$ cat config.mk
export PLATFORM = sky130hd
export DESIGN_NAME = fe_reset_ctrl
export DESIGN_NICKNAME = d
export VERILOG_FILES = /design/src/rtl/fe_rst_pkg.sv /design/src/rtl/fe_rst_timer.sv /design/src/rtl/fe_reset_ctrl.sv
export SDC_FILE = /design/constraint.sdc
export NUM_CORES = 1
export LEC_CHECK = 0
export BUFFER_PORTS_ARGS = -buffer_cell sky130_fd_sc_hd__buf_2
export CAP_MARGIN = 5
export CELL_PAD_IN_SITES_DETAIL_PLACEMENT = 0
export CELL_PAD_IN_SITES_GLOBAL_PLACEMENT = 1
export CORE_MARGIN = 1.5
export CORE_UTILIZATION = 40
export DETAILED_ROUTE_END_ITERATION = 12
export GPL_ROUTABILITY_DRIVEN = 1
export HOLD_SLACK_MARGIN = 0.02
export MAX_ROUTING_LAYER = met4
export PLACE_DENSITY = 0.86
export SETUP_SLACK_MARGIN = 0.3
export SYNTH_ARGS = -nofsm -noshare
export SYNTH_HDL_FRONTEND = slang
export SYNTH_SLANG_ARGS = --single-unit
$ cat constraint.sdc
create_clock -name Clock -period 3.7 [get_ports Clock]
set_clock_uncertainty 0.1 [all_clocks]
set_input_delay 0.37 -clock Clock [delete_from_list [all_inputs] [get_ports Clock]]
set_output_delay 0.37 -clock Clock [all_outputs]
set_load 0.01 [all_outputs]
$ cat src/rtl/fe_rst_pkg.sv
// Shared definitions for the front-end reset sequencer: one-hot state
// constants, default timing parameters and the interval width.
package fe_rst_pkg;

   localparam int QUIET_DEF   = 4;
   localparam int GAP_DEF     = 16;
   localparam int TMOBITS_DEF = 17;
   localparam int INTERVAL_W  = 24;

   typedef enum logic [4:0] {
      ST_IDLE = 5'b00001,
      ST_QWT  = 5'b00010,
      ST_STRT = 5'b00100,
      ST_RUN  = 5'b01000,
      ST_GAP  = 5'b10000
   } state_e;

endpackage

$ cat src/rtl/fe_rst_timer.sv
// Periodic interval counter: counts while enabled, flags expiry at
// interval-1 and restarts from zero on expiry or an explicit clear.
module fe_rst_timer
   import fe_rst_pkg::*;
(
   input  logic                  clk,
   input  logic                  rst_n,
   input  logic                  cnt_en,
   input  logic                  clr,
   input  logic [INTERVAL_W-1:0] interval,
   output logic                  expire
);

   logic [INTERVAL_W-1:0] cnt_q, cnt_d;

   // >= rather than == so a shrinking interval cannot strand the count
   assign expire = cnt_en && (cnt_q >= (interval - INTERVAL_W'(1)));

   always_comb begin
      cnt_d = cnt_q;
      if (clr || expire) begin
         cnt_d = '0;
      end else if (cnt_en) begin
         cnt_d = cnt_q + INTERVAL_W'(1);
      end
   end

   always_ff @(posedge clk) begin
      if (!rst_n) begin
         cnt_q <= '0;
      end else begin
         cnt_q <= cnt_d;
      end
   end

endmodule

$ cat src/rtl/fe_reset_ctrl.sv
// Front-end ASIC reset sequencer: quiesces triggering, starts the reset
// engine, hands it the command line and returns it on done or timeout.
module fe_reset_ctrl
   import fe_rst_pkg::*;
#(
   parameter int QUIET   = QUIET_DEF,
   parameter int GAP     = GAP_DEF,
   parameter int TMOBITS = TMOBITS_DEF
) (
   input  logic                  Clock,
   input  logic                  Reset,
   input  logic                  Enable,
   input  logic [INTERVAL_W-1:0] Interval,
   input  logic                  ReqExt,
   input  logic                  ClrErr,
   input  logic                  TrgBusy,
   input  logic                  CmdIdle,
   input  logic                  NormCmd,
   input  logic                  RstCmd,
   input  logic                  RstDone,
   output logic                  RstStart,
   output logic                  Hold,
   output logic                  CmdOut,
   output logic                  Active,
   output logic                  TmoErr,
   output logic [7:0]            RstCount
);

   localparam int QW = $clog2(QUIET + 1);
   localparam int GW = $clog2(GAP + 1);

   state_e             state_q, state_d;
   logic               req_q, req_d;
   logic               pend_q, pend_d;
   logic               sel_q, sel_d;
   logic               tmo_err_q, tmo_err_d;
   logic [7:0]         rst_count_q, rst_count_d;
   logic [QW-1:0]      quiet_q, quiet_d;
   logic [TMOBITS-1:0] tmo_q, tmo_d;
   logic [GW-1:0]      gap_q, gap_d;
   logic               in_idle, go, timer_en, expire;

   assign in_idle  = (state_q == ST_IDLE);
   assign go       = in_idle && (req_q || pend_q);
   assign timer_en = in_idle && Enable && (Interval != '0);

   fe_rst_timer u_timer (
      .clk      (Clock),
      .rst_n    (Reset),
      .cnt_en   (timer_en),
      .clr      (go),
      .interval (Interval),
      .expire   (expire)
   );

   always_comb begin
      state_d     = state_q;
      req_d       = 1'b0;
      pend_d      = pend_q;
      sel_d       = sel_q;
      tmo_err_d   = tmo_err_q;
      rst_count_d = rst_count_q;
      quiet_d     = '0;
      tmo_d       = tmo_q;
      gap_d       = '0;

      if (ClrErr) tmo_err_d = 1'b0;
      if (!in_idle && ReqExt) pend_d = 1'b1;

      case (state_q)
         ST_IDLE: begin
            // a request landing while already leaving merges into this sequence
            if (go) state_d = ST_QWT;
            else    req_d   = expire || ReqExt;
         end
         ST_QWT: begin
            if (quiet_q == QW'(QUIET))      state_d = ST_STRT;
            else if (!TrgBusy && CmdIdle)   quiet_d = quiet_q + QW'(1);
         end
         ST_STRT: begin
            state_d = ST_RUN;
            sel_d   = 1'b1;
            tmo_d   = '0;
            if (!ReqExt) pend_d = 1'b0;
         end
         ST_RUN: begin
            tmo_d = tmo_q + TMOBITS'(1);
            if (RstDone) begin
               state_d = ST_GAP;
               if (rst_count_q != 8'hFF) rst_count_d = rst_count_q + 8'd1;
            end else if (&tmo_d) begin
               state_d   = ST_GAP;
               tmo_err_d = 1'b1;
            end
         end
         ST_GAP: begin
            if (gap_q == GW'(GAP)) begin
               state_d = ST_IDLE;
               sel_d   = 1'b0;
            end else begin
               gap_d = gap_q + GW'(1);
            end
         end
         default: state_d = ST_IDLE;
      endcase
   end

   always_ff @(posedge Clock) begin
      if (!Reset) begin
         state_q     <= ST_IDLE;
         req_q       <= 1'b0;
         pend_q      <= 1'b0;
         sel_q       <= 1'b0;
         tmo_err_q   <= 1'b0;
         rst_count_q <= '0;
         quiet_q     <= '0;
         tmo_q       <= '0;
         gap_q       <= '0;
      end else begin
         state_q     <= state_d;
         req_q       <= req_d;
         pend_q      <= pend_d;
         sel_q       <= sel_d;
         tmo_err_q   <= tmo_err_d;
         rst_count_q <= rst_count_d;
         quiet_q     <= quiet_d;
         tmo_q       <= tmo_d;
         gap_q       <= gap_d;
      end
   end

   // sel_q only changes on state edges, never mid serializer command
   assign CmdOut   = sel_q ? RstCmd : NormCmd;
   assign RstStart = (state_q == ST_STRT);
   assign Hold     = !in_idle;
   assign Active   = (state_q == ST_STRT) || (state_q == ST_RUN) || (state_q == ST_GAP);
   assign TmoErr   = tmo_err_q;
   assign RstCount = rst_count_q;

endmodule
Word-level counts from Yosys, hierarchy flattened

Cells that the tools add are included.

Register bits after elaboration: 66
Output and inout port bits: 13
Logic and storage cells: 75

Add/sub/neg operators: 6
Magnitude comparators: 1
Eq/ne operators: 12
Muxes and demuxes: 17
Bitwise gates (word level): 5
Reductions and logical operators: 24

Operators by type and width:

| cell                                                                  | count |
|---|---|
| 17-bit one-hot mux with 2 select lines                                | 1 |
| 5-bit two-way mux                                                     | 5 |
| 5-bit one-hot mux with 5 select lines                                 | 1 |
| 24-bit by 1-bit adder with 24-bit output (second input constant)      | 1 |
| 24-bit greater-or-equal comparator                                    | 1 |
| 24-bit nonzero test                                                   | 1 |
| 24-bit by 1-bit subtractor with 24-bit output (second input constant) | 1 |
| 17-bit by 1-bit adder with 17-bit output (second input constant)      | 1 |
| 17-bit AND reduction                                                  | 1 |
| 5-bit == test (second input constant)                                 | 2 |
| 1-bit two-way mux                                                     | 9 |
| 8-bit by 1-bit adder with 8-bit output (second input constant)        | 1 |
| 8-bit inequality test (second input constant)                         | 1 |
| 1-bit logical AND                                                     | 6 |
| 3-bit OR reduction                                                    | 2 |
| 5-bit by 1-bit adder with 5-bit output (second input constant)        | 1 |
| 5-bit by 1-bit == test with 1-bit output (second input constant)      | 1 |
| 5-bit by 2-bit == test with 1-bit output (second input constant)      | 1 |
| 5-bit by 3-bit == test with 1-bit output (second input constant)      | 1 |
| 5-bit by 4-bit == test with 1-bit output (second input constant)      | 1 |
| 1-bit logical OR                                                      | 5 |
| 1-bit NOT                                                             | 5 |
| 2-bit inequality test (second input constant)                         | 2 |
| 4-bit AND reduction                                                   | 1 |
| 11 further kinds                                                      | 13 |

Logic depth before layout (Yosys ltp)

Gate-level depths: netlist (run 1).

Depth after elaboration: 6
Depth in mapped cells: 17
Mapped depth without buffers: 15

Modules after synthesis

From an unflattened synthesis (run 1), not the netlist that was laid out.

Cell total of the unflattened synthesis: 520
Area total of the unflattened synthesis: 4,229.1 um2

By module, submodules not included:

| module        | instances | cells an instance | area each (um2) | sequential area each (um2) |
|---|---|---|---|---|
| fe_reset_ctrl | 1         | 280               | 2,257.2         | 840.8 |
| fe_rst_timer  | 1         | 240               | 1,971.9         | 480.5 |

Worst setup path after synthesis (run 1)

Ideal clock, no wire load.

Kind: input to register
Start: input Interval[2]
End: register u_timer.cnt_q[14]
Setup time: 0.117 ns
Data arrival time: 3.245 ns
Required time: 3.483 ns
Setup slack: 0.238 ns
Stages: 16
Cells stage by stage: nor4_4 > nand2b_1 > nor2_1 > nor4b_4 > nand3_4 > nor3_2 > xnor2_1 > ha_1 > nand4_1 > nor3_1 > o21ai_0 > o31ai_1 > nor2_1 > o21ai_0 > buf_2 > nor2_1

Cells in the longest elaborated chain, start to end: 5

Ends and longest elaborated chain:

| what                                                                                 | RTL line                                | RTL |
|---|---|---|
| start, declared                                                                      | fe_reset_ctrl.sv:13                     | `input logic [INTERVAL_W-1:0] Interval,` |
| 24-bit by 1-bit subtractor with 24-bit output or 24-bit nonzero test (tied branches) | fe_rst_timer.sv:17, fe_reset_ctrl.sv:45 |  |
| 24-bit greater-or-equal comparator or 1-bit logical AND (tied branches)              | fe_rst_timer.sv:17, fe_reset_ctrl.sv:45 |  |
| 1-bit logical AND                                                                    | fe_rst_timer.sv:17                      | `assign expire = cnt_en && (cnt_q >= (interval - INTERVAL_W'(1)));` |
| 1-bit logical OR                                                                     | fe_rst_timer.sv:21                      | `if (clr \|\| expire) begin` |
| 2-bit OR reduction (no line)                                                         | --                                      |  |
| end signal, assigned                                                                 | fe_rst_timer.sv:32                      | `cnt_q <= cnt_d;` |
| end, declared                                                                        | fe_rst_timer.sv:14                      | `logic [INTERVAL_W-1:0] cnt_q, cnt_d;` |

Parallel ways exist; a longest one is shown, timed or not.
A chain may end at the register's enable or synchronous reset.

Worst setup path after layout (run 1)

Start: input Interval[2]
End: register u_timer.cnt_q[5]

Same word-level chain as after synthesis.

==> results of run 1 <==
-- final cells by class --
| type | instances | area [µm²] | area share (%) |
|---|---|---|---|
| tap | 140 | 175.2 | 3.420 |
| sequential | 66 | 1321 | 25.80 |
| multi-input combinational | 442 | 2938 | 57.37 |
| inverter | 15 | 56.30 | 1.099 |
| timing repair buffer | 70 | 411.6 | 8.038 |
| clock inverter | 5 | 77.57 | 1.515 |
| clock buffer | 11 | 141.4 | 2.761 |
-- cell families after synthesis --
| group | share of synthesized area, % |
|---|---|
| XOR/XNOR | 9.808 |
| buffers and inverters | 3.488 |
| AND/OR/NAND/NOR | 33.63 |
| multiplexers | 0.4861 |
| adder cells (fa/ha/maj) | 9.437 |
| AO/OA/AOI/OAI | 12.95 |
| flip-flops | 30.20 |
-- worst paths after layout --
kind                                     endpoint  slack [ns]  cells past startpoint
worst min register to register           gap_q[0]        0.36                      1
worst max-delay path             u_timer.cnt_q[5]        0.45                     18
worst min-delay path                       TmoErr         0.1                      2
worst max register to register  u_timer.cnt_q[20]        1.36                      7
-- routing by layer --
metal,vias up,part of all wire (%),GRT usage [%]
met1,1889,47,23.25
met5,-,0,-
li1,2067,-,-
met4,0,2.0,7.707
met2,81,47,31.39
met3,18,3.8,2.482
-- sequential cells by signal (all words and copies together) (netlist names), 3 cells and up --
register,count
gap_q,5
tmo_q,17
u_timer.cnt_q,24
quiet_q,3
RstCount,8
state_q,5
-- report_power, final --
part,leakage [nW],switching [mW],internal (mW),total [mW]
registers,0.532,0.0155,0.731,0.746
clock network,0.109,0.285,0.396,0.681
logic,1.34,0.177,0.107,0.284
-- placed cells by master (no fill, tap or decap), types with 11 or more instances in the layout --
cell	count
and3_1	16
xor2_1	22
buf_4	22
nor3_1	21
xnor2_1	27
dfxtp_1	66
nor2_1	57
nand3_1	34
a21oi_1	20
nand2_1	52
buf_2	47
inv_1	15
and2_1	11
ha_1	33
nand4_1	15
o21ai_0	25
-- timing repair --
item	4_1_cts	5_1_grt
hold endpoints to repair	0	0
setup buffers	0	3
resized for setup	0	16
setup endpoints to repair	0	25
-- worst register-to-register path, stage by stage, from the launching register on --
cell and delay (ns):
dfxtp_1 0.35, nor3_1 0.22, and3b_1 0.32, o211ai_2 0.38, nor4_1 0.53, nand2_1 0.12
xor2_1 0.15, nor2_1 0.05
-- metrics by stage --
step,power [mW],setup TNS [ns],setup WS [ns],hold WS [ns],utilization (%)
after CTS,1.718,0,0.3237,0.08029,46.96
after global routing,1.805,0,0.2385,0.1000,47.66
after floorplan,0.9498,0,0.3284,0.3173,-
final,1.711,0,0.4515,0.09787,47.66
after global placement,1.030,0,0.008452,0.3330,44.92
after detailed placement,1.036,-0.04457,-0.04457,0.3564,44.92
==> impl_metrics.csv, run 1 <==
group,metric,value,unit
run_status,status,"completed",
clocking,cts_tree,"built",
synth,async_flop_share,0,%
drt,firstDrtPassIters,4,
synth,avgSynthCellArea,8.088,µm²
finish,layout.cells.non_filler,749,
critical_path,timing.rr.start,"state_q[3]",
clocking,clk_pin_slew,0.07,ns
synth,synth_top_area_share,30.20,%
global_routing,grt_pass1_wl,17170,µm
critical_path,crit_slowest_cell,"a221oi_2",
critical_path,crit_path_max_incr_delay,0.30,ns
synth,synth-seq-cells,66,
finish,fill_cells,1045,
critical_path,cp-startpoint,"Interval[2]",
die,pin_count,47,
clocking,ctsHoldBuffers,0,
die,die_area,11570,µm²
clocking,numCtsBuffers,9,
worst_hold_path,min_from,"ClrErr",
placement,dp.cells,728,
synth,synthTopCellsByCount,"dfxtp_1, nor2_1, nand2_1, nand3_1, ha_1",
synth,synthCells,541,
drt,finalWirelength,10180,µm
critical_path,cp.required,3.88,ns
timing,post-route-min-period,3.248,ns
global_routing,overflow,0,
timing,slew_violations,0,
critical_path,critPathMostFrequentCell,"nor2_2",
drt,vias,4055,
global_routing,grt_usage,18.92,%
timing,slew_headroom,48.01,%
clocking,cts.sinks,66,
placement,place_area,4827,µm²
finish,layout.nets,671,
timing,rsz0062_at_grt,"yes",
critical_path,cp_top_family,"simple AND/OR/NAND/NOR gates",
synth,yosys.area.top_type,"dfxtp_1",
placement,hpwl,7547,µm
global_routing,antenna_found_initial,0,
die,core_area,10750,µm²
critical_path,endpoint_kind,"register",
clocking,cts_max_path_buffers,2,
drt,ant_nets,0,
drt,drt-initial-drc-count,248,
finish,fin_area,5121,µm²
finish,diodes,0,
synth,ys_types,60,
critical_path,cp.arrival,3.43,ns
global_routing,grt_max_degree,39,
timing,timing.fmax,307.8,MHz
critical_path,path_max_fanout,6,
timing,post-route-period-util,87.80,%
power_and_ir_drop,ir_drop,0.1673,mV
drt,route.detailed.drc,0,
timing,tightest_slew,0.7776,ns
synth,yosysSeqAreaShare,30.20,%
timing,hold_violations,0,
drt,wl_per_cell,13.59,µm
die,die-width,107.6,µm
run,maxCapViolCount,0,
placement,gpl.final_weighted_congestion,0.8181,
clocking,insertion_delay,0.35,ns
die,rows,38,
clocking,h-tree-depth,3,
die,die_h,107.6,µm
synth,netlist_area,4375,µm²
worst_hold_path,hp-class,"in2reg",
power_and_ir_drop,power_density,334.1,nW/µm²
placement,io_buffers,46,
drt,viasPerCell,5.414,
finish,drive_gt1_share,18.39,%
die,start_util,40.72,%
critical_path,worst-setup-path-type,"in2reg",
synth,ys_warn_count,0,
synth,synth_ff_type,"dfxtp_1",
global_routing,grt_pass1_vias,3784,
timing,finalSetupViolations,0,
power_and_ir_drop,p_leak,1.986,nW
critical_path,critPathBufInv,3,
synth,synth_edf_count,0,
critical_path,start_kind,"primary input",
finish,areaGrowthSynthToFinish,17.04,%
synth,synth_most_common_cell,"dfxtp_1",
synth,synth_nets,608,
synth,synth_area_leaders,"dfxtp_1, ha_1, xnor2_1",
critical_path,cp_cell_sequence,"buf_2 > nor4_4 > nand2b_1 > nor2_2 > nor4b_4 > nand3_4 > nor3_2 > xnor2_1 > ha_1 > a21oi_2 > o21ai_1 > a221oi_2 > o31ai_2 > nor2_2 > buf_6 > buf_4 > nand3_1 > a31oi_1",
clocking,root_buffer,"clkbuf_8",
No activity file was read; power rests on OpenSTA's default activity.
==> run 2: changes to the inputs <==
Settings changed: CORE_UTILIZATION 40 to 47, PLACE_DENSITY 0.86 to 0.94.
Clock period 3.7 ns to 3.75 ns, I/O delays scaled along.
==> impl_metrics.csv, run 2 (synthesis gave the netlist of run 1 again) <==
group,metric,value,unit
run_status,status,"completed",
drt,firstDrtPassIters,5,
run,maxCapViolCount,0,
worst_hold_path,hp-class,"in2reg",
clocking,cts_tree,"built",
timing,rsz0062_at_grt,"yes",
finish,most-common-layout-cells,"dfxtp_1, nor2_1, nand2_1",
critical_path,regToRegSetupSlack,1.46,ns
die,pin_count,47,
drt,route.detailed.drc,0,
placement,gpl.final_weighted_congestion,0.8862,
drt,viasPerCell,5.704,
finish,regMostFlops,"u_timer.cnt_q",
critical_path,path_max_fanout,6,
critical_path,reg2reg_to,"req_q",
timing,post-route-period-util,89.23,%
drt,met3_wirelength,412,µm
critical_path,endpoint_kind,"register",
critical_path,cp_top_family,"simple AND/OR/NAND/NOR gates",
critical_path,critPathBufInv,3,
critical_path,ff2ff_path_depth,9,
finish,areaGrowthSynthToFinish,14.53,%
placement,io_buffers,46,
timing,timing.fmax,298.8,MHz
finish,drive_gt1_share,17.14,%
critical_path,cp_cell_sequence,"buf_2 > nor4_4 > nand2b_1 > nor2_2 > nor4b_4 > nand3_4 > nor2_1 > xnor2_1 > ha_1 > nand4_1 > inv_1 > a221oi_2 > o31ai_2 > nor2_2 > buf_6 > nor2_1 > o2111a_1",
critical_path,crit_slowest_cell,"a221oi_2",
clocking,numCtsBuffers,9,
global_routing,grt_usage,21.62,%
clocking,root_buffer,"clkbuf_8",
critical_path,cp.arrival,3.49,ns
clocking,h-tree-depth,3,
timing,tns,0,ns
finish,layout.core_utilization,54.75,%
finish,diodes,0,
drt,finalWirelength,10100,µm
timing,fin_ws,0.4038,ns
global_routing,grt_pass1_wl,16940,µm
timing,tightest_slew,0.6034,ns
timing,slew_headroom,59.65,%
power_and_ir_drop,ir_drop,0.2519,mV
die,die-width,99.49,µm
drt,wl_met1,4621,µm
die,die_area,9897,µm²
power_and_ir_drop,power_density,322.2,nW/µm²
clocking,cts_max_path_buffers,2,
drt,wl_per_cell,14.18,µm
finish,final_common_cell,"dfxtp_1",
finish,layout.nets,663,
global_routing,overflow,0,
drt,top_layer_used,"met4",
critical_path,cp-startpoint,"Interval[4]",
global_routing,grt_pass1_vias,3820,
die,rows,35,
critical_path,cp.depth,17,
finish,largest_register_ffs,24,
global_routing,grt_max_degree,39,
critical_path,worst-setup-path-type,"in2reg",
die,start_util,47.81,%
drt,wl_met2,4935,µm
power_and_ir_drop,p_leak,1.946,nW
clocking,clk_pin_slew,0.08,ns
die,core_area,9153,µm²
critical_path,cp.required,3.89,ns
timing,slew_violations,0,
placement,hpwl,7481,µm
timing,hold_violations,0,
timing,hold_slack,0.09872,ns
clocking,insertion_delay,0.35,ns
timing,finalSetupViolations,0,
critical_path,crit_path_end,"req_q",
critical_path,timing.rr.start,"u_timer.cnt_q[17]",
timing,post-route-min-period,3.346,ns
placement,dpl_worst_slack,0.01703,ns
drt,ant_nets,0,
critical_path,start_kind,"primary input",
die,die_h,99.49,µm
global_routing,antenna_found_initial,0,
drt,vias,4061,
drt,drt-initial-drc-count,170,
critical_path,crit_path_max_incr_delay,0.31,ns
clocking,cts.sinks,66,
run 2: cell count changes in the layout (fill, tap and decap cells not counted), sizes merged:
cell / previous run / this run
buf: 70 / 61
bufinv: 2 / 1
clkinv: 2 / 5
clkbuf: 11 / 10
run 2: where the power goes:
part / internal (mW) / switching (mW) / total, mW
Combinational: 0.102 / 0.175 / 0.278
Sequential: 0.721 / 0.0159 / 0.737
Clock: 0.305 / 0.294 / 0.600
run 2: layout make-up:
cell class                      instances  area (µm²)
Clock buffer                            9       123.9
Clock inverter                          7       70.07
Fill cell                             861        4141
Inverter                               15       56.30
Multi-Input combinational cell        442        2945
Sequential cell                        66        1321
Tap cell                              111       138.9
Timing Repair Buffer                   62       355.3
run 2: per-layer routing:
layer,GRT usage [%],vias to the layer above
li1,-,2052
met1,26.84,1913
met2,36.09,84
met3,3.654,12
met4,6.609,0
met5,-,-
run 2: what timing repair did:
action                                  4_1_cts  5_1_grt
setup buffers                                 0        2
endpoints found under the setup margin        0       25
gates resized for setup                       0       17
hold buffers                                  0        0
run 2: worst min path at each step:
stage	startpoint	endpoint	cells past startpoint
after detailed placement	gap_q[0]	gap_q[0]	1
after floorplan	quiet_q[0]	quiet_q[0]	1
after CTS	ClrErr	TmoErr	2
after global routing	ClrErr	TmoErr	2
after global placement	quiet_q[0]	quiet_q[0]	1
final	ClrErr	TmoErr	2
run 2: stage by stage:
| step | area, µm² | instances | power [mW] |
|---|---|---|---|
| global placement | 4738 | 692 | 1.012 |
| detailed placement | 4738 | 692 | 1.020 |
| floorplan | 4375 | 541 | 0.9352 |
| CTS | 4932 | 708 | 1.614 |
| finish | 5011 | 712 | 1.614 |
| global route | 5011 | 712 | 1.688 |
==> run 3: changes to the inputs <==
Settings changed: BUFFER_PORTS_ARGS -buffer_cell sky130_fd_sc_hd__buf_2 to default, CORE_ASPECT_RATIO from default to 0.75, DONT_BUFFER_PORTS from default to 1, PLACE_DENSITY 0.94 to 0.89.
==> impl_metrics.csv, run 3 (synthesis gave the netlist of run 1 again) <==
group,metric,value,unit
placement,gpl.final_weighted_congestion,0.8922,
power_and_ir_drop,p_leak,1.783,nW
global_routing,antenna_found_initial,0,
timing,slew_headroom,57.40,%
power_and_ir_drop,combPwrFrac,12.1,%
clocking,clk_pin_slew,0.06,ns
drt,wl_per_cell,14.20,µm
clocking,h-tree-depth,3,
timing,tightest_slew,0.6367,ns
timing,rsz0062_at_grt,"yes",
critical_path,worst-setup-path-type,"in2reg",
die,die-width,114.4,µm
clocking,numCtsBuffers,9,
clocking,cts.sinks,66,
drt,ant_nets,0,
power_and_ir_drop,power_density,384.5,nW/µm²
placement,io_buffers,0,
critical_path,critPathBufInv,1,
clocking,insertion_delay,0.34,ns
finish,drive_gt1_share,9.403,%
finish,fill_cells,837,
global_routing,grt_pass1_vias,3445,
power_and_ir_drop,p_clk_share,48.8,%
die,pin_count,47,
drt,vias,3852,
worst_hold_path,hp-class,"in2reg",
critical_path,cp_top_family,"simple AND/OR/NAND/NOR gates",
finish,diodes,0,
placement,hpwl,7162,µm
critical_path,cp.arrival,3.39,ns
timing,post-route-period-util,86.81,%
power_and_ir_drop,power_switching,0.4785,mW
run_status,status,"completed",
power_and_ir_drop,ir_drop,0.2616,mV
global_routing,grt_usage,21.05,%
drt,viasPerCell,5.656,
die,start_util,48.37,%
timing,timing.fmax,307.2,MHz
critical_path,crit_slowest_cell,"a221oi_2",
finish,fin_area,4898,µm²
clocking,root_buffer,"clkbuf_16",
finish,most-common-layout-cells,"dfxtp_1, nor2_1, nand2_1",
global_routing,grt_pass1_wl,16070,µm
die,core_area,9046,µm²
critical_path,cp.required,3.89,ns
timing,slew_violations,0,
critical_path,start_kind,"primary input",
timing,hold_violations,0,
global_routing,overflow,0,
run,maxCapViolCount,0,
drt,route.detailed.drc,0,
timing,hold_slack,0.05003,ns
finish,regMostFlops,"u_timer.cnt_q",
critical_path,endpoint_kind,"register",
finish,layout.nets,615,
drt,finalWirelength,9670,µm
timing,tns,0,ns
clocking,cts_tree,"built",
finish,areaGrowthSynthToFinish,11.95,%
power_and_ir_drop,p_sw_share,25.40,%
power_and_ir_drop,p_seq_share,39.1,%
drt,firstDrtPassIters,5,
critical_path,path_max_fanout,6,
critical_path,crit_path_max_incr_delay,0.38,ns
finish,largest_register_ffs,24,
die,die_h,86.56,µm
timing,post-route-min-period,3.255,ns
die,die_area,9903,µm²
placement,place_area,4522,µm²
drt,drt-initial-drc-count,249,
clocking,cts_max_path_buffers,2,
critical_path,critPathMostFrequentCell,"nor2_2",
global_routing,grt_max_degree,39,
finish,final_common_cell,"dfxtp_1",
power_and_ir_drop,p_int,1.405,mW
timing,finalSetupViolations,0,
critical_path,cp_cell_sequence,"nor4_4 > nand2b_1 > nor2_2 > nor4b_4 > nand3_4 > nor3_2 > xnor2_1 > ha_1 > a21oi_1 > o21ai_0 > a221oi_2 > o31ai_2 > nor2_2 > buf_4 > nor2_1 > o2111a_1",
die,rows,30,
## run 3: through the flow
stage	total power [mW]	setup slack, ns	std cells	utilization (%)
after detailed placement	0.9764	-0.02652	662	49.99
after CTS	1.898	0.3273	679	53.73
after floorplan	0.9352	0.3154	541	-
after global placement	0.9683	0.2106	662	49.99
after global routing	1.963	0.2119	681	54.15
final	1.883	0.4946	681	54.15
## run 3: path summary, 6_finish.rpt
| kind | startpoint | to | slack [ns] | cells past startpoint |
|---|---|---|---|---|
| hold reg to reg | quiet_q[0] | quiet_q[0] | 0.36 | 1 |
| hold / removal | Reset | state_q[0] | 0.05 | 1 |
| setup / recovery | Interval[4] | req_q | 0.49 | 16 |
| setup reg to reg | u_timer.cnt_q[19] | req_q | 1.40 | 9 |
## run 3: cell type report
| type | count | area (µm²) | area share [%] |
|---|---|---|---|
| sequential | 66 | 1321 | 26.97 |
| tap | 128 | 160.2 | 3.269 |
| clock buffer | 10 | 239.0 | 4.879 |
| clock inverter | 6 | 90.09 | 1.839 |
| multi-input combinational | 442 | 2923 | 59.67 |
| timing repair buffer | 14 | 108.9 | 2.222 |
| inverter | 15 | 56.30 | 1.149 |
## run 3: timing repair
item,CTS,global route
hold buffers,1,0
setup buffers,0,1
endpoints found under the setup margin,0,25
gates resized for setup,0,6
endpoints found under the hold margin,1,0
## run 3: layer usage
metal  vias up  share of wire [%]  track usage [%]
met3        15                5.4            5.594
met2        91                 43            30.43
met5         -                  0                -
met4         0                1.1            6.364
met1      1795                 50            28.73
li1       1951                  -                -
## run 3: power by group through the flow
stage               registers [mW]  logic, mW  clock network, mW
floorplan                    0.748      0.187                  0
global placement             0.751      0.217                  0
detailed placement           0.751      0.225                  0
CTS                          0.736      0.227              0.935
global route                 0.738      0.259              0.966
finish                       0.736      0.229              0.918
